[src/rtl/pc_pkg.sv]
// pc_pkg: shared types and constants for the program-counter stage.
//   pc_state_t     - run-control states (BOOT, RUN, HALTED)
//   pc_sel_t       - next-PC source select
//   BRANCH_COUNT_W - width of the optional taken-redirect counter
package pc_pkg;

    typedef enum logic [1:0] {
        BOOT,
        RUN,
        HALTED
    } pc_state_t;

    typedef enum logic [1:0] {
        SEL_HOLD,
        SEL_INC,
        SEL_BRANCH,
        SEL_JUMP
    } pc_sel_t;

    localparam int BRANCH_COUNT_W = 16;

endpackage

[src/rtl/pc_next_mux.sv]
// pc_next_mux: combinational next-PC selection for pc_unit.
// Ports:
//   run       in  1  state is RUN
//   wake      in  1  state is HALTED and resume is requested
//   en        in  1  global advance enable
//   halt      in  1  decoder HALT
//   jump      in  1  decoder absolute jump
//   branch_lt in  1  decoder branch-if-less-than
//   LT        in  1  comparator result
//   offset    in  n  signed branch displacement
//   target    in  n  absolute jump address
//   pc        in  n  current PC
//   pc_next   out n  value PC takes at the next edge
//   taken     out 1  branch or jump redirect this cycle
module pc_next_mux
    import pc_pkg::*;
#(
    parameter int n = 8
) (
    input  logic         run,
    input  logic         wake,
    input  logic         en,
    input  logic         halt,
    input  logic         jump,
    input  logic         branch_lt,
    input  logic         LT,
    input  logic [n-1:0] offset,
    input  logic [n-1:0] target,
    input  logic [n-1:0] pc,
    output logic [n-1:0] pc_next,
    output logic         taken
);

    localparam logic [n-1:0] ONE = {{(n-1){1'b0}}, 1'b1};

    pc_sel_t sel;

    always_comb begin
        sel = SEL_HOLD;
        if (en) begin
            if (wake) begin
                sel = SEL_INC;
            end else if (run) begin
                if (halt)
                    sel = SEL_HOLD;
                else if (jump)
                    sel = SEL_JUMP;
                else if (branch_lt && LT)
                    sel = SEL_BRANCH;
                else
                    sel = SEL_INC;
            end
        end
    end

    // An n-bit add of the raw offset is already sign-extended modulo 2^n.
    always_comb begin
        pc_next = pc;
        case (sel)
            SEL_INC:    pc_next = pc + ONE;
            SEL_BRANCH: pc_next = pc + offset;
            SEL_JUMP:   pc_next = target;
            default:    pc_next = pc;
        endcase
    end

    assign taken = (sel == SEL_BRANCH) || (sel == SEL_JUMP);

endmodule

[src/rtl/pc_unit.sv]
// pc_unit: program-counter register with BOOT/RUN/HALTED run control.
// Optional feature macro: PC_BRANCH_COUNT_EN adds a saturating 16-bit
// count of taken branches/jumps on output branch_count.
// Ports:
//   clock, reset (async, active high)
//   en, branch_lt, LT, jump, offset[n], target[n], halt, resume  inputs
//   PC[n], pc_next[n], taken, halted                             outputs
//   branch_count[16]                      output, PC_BRANCH_COUNT_EN only
//
// state  | meaning
// BOOT   | first edge after reset, PC held at RESET_VEC
// RUN    | executing, PC advances when en = 1
// HALTED | stopped on HALT, waits for resume with en
module pc_unit
    import pc_pkg::*;
#(
    parameter int           n         = 8,
    parameter logic [n-1:0] RESET_VEC = '0
) (
    input  logic                      clock,
    input  logic                      reset,
    input  logic                      en,
    input  logic                      branch_lt,
    input  logic                      LT,
    input  logic                      jump,
    input  logic [n-1:0]              offset,
    input  logic [n-1:0]              target,
    input  logic                      halt,
    input  logic                      resume,
    output logic [n-1:0]              PC,
    output logic [n-1:0]              pc_next,
    output logic                      taken,
`ifdef PC_BRANCH_COUNT_EN
    output logic [BRANCH_COUNT_W-1:0] branch_count,
`endif
    output logic                      halted
);

    pc_state_t state, state_next;

    pc_next_mux #(.n(n)) u_mux (
        .run       (state == RUN),
        .wake      ((state == HALTED) && resume),
        .en        (en),
        .halt      (halt),
        .jump      (jump),
        .branch_lt (branch_lt),
        .LT        (LT),
        .offset    (offset),
        .target    (target),
        .pc        (PC),
        .pc_next   (pc_next),
        .taken     (taken)
    );

    always_ff @(posedge clock or posedge reset) begin
        if (reset) begin
            state <= BOOT;
            PC    <= RESET_VEC;
        end else begin
            state <= state_next;
            PC    <= pc_next;
        end
    end

    always_comb begin
        state_next = state;
        case (state)
            BOOT:    state_next = RUN;
            RUN:     if (en && halt)   state_next = HALTED;
            HALTED:  if (en && resume) state_next = RUN;
            default: state_next = BOOT;
        endcase
    end

    assign halted = (state == HALTED);

`ifdef PC_BRANCH_COUNT_EN
    always_ff @(posedge clock or posedge reset) begin
        if (reset)
            branch_count <= '0;
        else if (taken && en && (branch_count != {BRANCH_COUNT_W{1'b1}}))
            branch_count <= branch_count + 1'b1;
    end
`endif

endmodule

[config.mk]
export PLATFORM = sky130hd
export DESIGN_NAME = pc_unit
export DESIGN_NICKNAME = d
export VERILOG_FILES = /design/src/rtl/pc_pkg.sv /design/src/rtl/pc_next_mux.sv /design/src/rtl/pc_unit.sv
export SDC_FILE = /design/constraint.sdc
export NUM_CORES = 1
export LEC_CHECK = 0
export ABC_AREA = 1
export CAP_MARGIN = 10
export CORE_ASPECT_RATIO = 1.4
export CORE_UTILIZATION = 50
export CTS_CLUSTER_DIAMETER = 100
export CTS_CLUSTER_SIZE = 40
export DETAILED_ROUTE_END_ITERATION = 10
export DONT_BUFFER_PORTS = 1
export PLACE_DENSITY = 0.72
export SLEW_MARGIN = 5
export SYNTH_ARGS = -nofsm -noshare
export SYNTH_HDL_FRONTEND = slang
export SYNTH_HIERARCHICAL = 1
export SYNTH_SLANG_ARGS = --single-unit
[constraint.sdc]
create_clock -name clock -period 5 [get_ports clock]
set_input_delay 1 -clock clock [delete_from_list [all_inputs] [get_ports clock]]
set_output_delay 1 -clock clock [all_outputs]
set_load 0.01 [all_outputs]
==> qor.yml <==
sta:
  post-route-period-util_pct: 87.7
  tightest_slew_ps: 487
  max_freq_mhz: 228
  min_period_ps: 4380
  rsz0062_at_grt: "false"
  finalHoldViolations: 0
  clock_skew_ps: 3.54
  hold_slack_ps: 576
  max_slew_margin_pct: 67.3
  final_max_slew_viol_count: 0
  fin_setup_tns_ps: 0
  setup_viol: 0
grt:
  grt_max_degree: 12
  first_global_vias: 843
  overflow: 0
  grt_use_met3_pct: 2.52
  grt_first_pass_wirelength_mm: 3.37
  use_met2_pct: 41.9
  antenna_found_initial: 0
  grtUsageMet1_pct: 26.8
  grt_usage_pct: 23.5
  grt-busiest-layer: "met2"
final_layout:
  drive_gt1_share_pct: 6.99
  fin_nets: 180
  final_util_pct: 55.1
  fillCellCount: 192
  area_delta_synth_final_pct: 3.57
  diodes: 0
routing:
  totalWireLength_mm: 2.25
  drcViolationCount: 0
  drt_pass1_iterations: 4
  post_drt_wl_per_cell_microns: 13.8
  drtIter0Drc: 26
  via_per_inst: 5.45
  vias: 888
  ant_nets: 0
floorplan:
  start_util_pct: 53.2
  die_h_microns: 53.5
  dieArea_sq_um: 2070
  core_area_sq_um: 1780
  row_count: 18
  die_w_microns: 38.8
  io_pins: 42
clock_network:
  h-tree-depth: 1
  clkSlewWorstSetupHoldPaths_ps: 60
  insertion_delay_ps: 260
  post_cts_resized: 0
  cts_buffers: 3
  holdBufCountCts: 0
  cts_tree: "done"
  cts.sinks: 10
  clockBufferDepth: 2
  cts_setup_buffers: 0
  cts_root_buf: "clkbuf_4"
synthesis:
  syn_nets: 177
  synth_top_family_by_area: "simple AND/OR/NAND/NOR gates"
  avgSynthCellArea_sq_um: 6.66
  async_flop_share_pct: 100
  ys_warn_count: 6
  synth-simple-area-share_pct: 29.1
  synth_xor_area_share_pct: 0
  synth_seq_area_share_pct: 26.5
  synth_compound_area_share_pct: 16.1
  synthAdderAreaFrac_pct: 15.3
  synth-edff-count: 0
  synth_mux_area_share_pct: 0
  synth_largest_area_cell: "dfrtp_1"
  ys_top_cells_by_area: "dfrtp_1, nand2_1, ha_1"
  synth_cell_types: 19
  synth_top_area_share_pct: 26.5
  synth_ff_type: "dfrtp_1"
  syn_area_sq_um: 946
  synth_common_cells: "nand2_1, inv_1, a21oi_1"
  syn_inst: 142
  synth-seq-cells: 10
  synth_most_common_cell: "nand2_1"
setup_path:
  critical_path.max_fanout: 6
  r2r_start: "state[1]$_DFFE_PP0P_"
  worstSetupPathType: "input pin to output pin"
  crit_path_start_kind: "input pin"
  ff2ff_setup_slack_ps: 2040
  cp.arrival_ps: 3380
  worstReg2RegEnd: "PC[6]$_DFF_PP0_"
  critical_path.endpoint_type: "output pin"
  critical_path_required_ps: 4000
  reg2regPathDepth: 16
min_path:
  worstHoldEndpoint: "state[1]$_DFFE_PP0P_"
  hold_depth: 2
  hp-class: "register to register"
  min_from: "state[1]$_DFFE_PP0P_"
pwr:
  power_uw: 487
  powerDensity_nw_per_um2: 497
  total_leakage_power_nw: 0.584
  ir_worst_vdd_mv: 0.233
placement:
  gp_congestion: 0.800
  portBuffers: 0
  dp_hpwl_mm: 1.82
outcome:
  status: "finished, final reports clean"
job:
  drv_cap: 0
[how the worst max path moves through the flow]
stage                     startpoint          to  slack, ps
final                         resume  pc_next[6]        620
after detailed placement      resume  pc_next[6]        630
after floorplan               resume  pc_next[6]        840
after global routing          resume  pc_next[7]        400
after global placement        resume  pc_next[6]        730
after CTS                     resume  pc_next[6]        630
[layer usage]
layer  vias up  part of all wire [%]
li1        452                     -
met1       405                    41
met2        29                    54
met3         2                   4.8
met4         0                  0.58
met5         -                     0
[area by class of cell]
class                           instances  area [sq um]  area share [%]
Tap cell                               20          25.0            2.55
Timing Repair Buffer                    1          7.51           0.766
Inverter                               27           101            10.3
Sequential cell                        10           250            25.5
Multi-Input combinational cell        102           573            58.5
Clock buffer                            3          22.5            2.30
[logic make-up after synthesis]
logic type                 count (synthesis)
and+or+nand+nor                           65
buffers and inverters                     30
AOI/OAI and AO/OA                         26
adders and majority gates                 11
DFF                                       10
[registers in the layout (all words and copies together), names as in the netlist]
signal  count
PC          8
state       2
[placed cells by master, fill, tap and decap left out]
| master | Yosys | layout |
|---|---|---|
| a21oi_1 | 15 | 15 |
| a21oi_2 | 4 | 4 |
| a22oi_1 | 2 | 2 |
| and3_2 | 1 | 1 |
| buf_4 | 0 | 1 |
| clkbuf_4 | 0 | 3 |
| dfrtp_1 | 10 | 10 |
| fa_1 | 1 | 1 |
| ha_1 | 10 | 10 |
| inv_1 | 27 | 27 |
| nand2_1 | 40 | 40 |
| nand3_1 | 11 | 11 |
| nand3b_1 | 1 | 1 |
| nor2_1 | 8 | 8 |
| nor4_1 | 1 | 1 |
| o211ai_1 | 1 | 1 |
| o21ai_0 | 4 | 4 |
| or2_1 | 2 | 2 |
| or2_2 | 1 | 1 |
[report_power, final]
group / internal (mW) / switching [mW]
Clock: 0.0278 / 0.0280
Combinational: 0.0898 / 0.172
Sequential: 0.118 / 0.0514
[worst max-delay path, cell delays in order]
cell	delay (ps)
and3_2	190
nor4_1	470
ha_1	360
nand2_1	90
ha_1	210
fa_1	410
nand3_1	90
nand2_1	80
nand2_1	90
nand2_1	50
nand2_1	60
nand3_1	70
a21oi_2	210
[stage by stage]
stage          area (sq um)  setup slack [ps]  cells
2_1_floorplan           946               839    142
3_3_place_gp            957               729    160
3_5_place_dp            957               632    160
4_1_cts                 980               632    163
5_1_grt                 980               395    163
6_report                980               615    163
(Power assumes the default switching activity.)
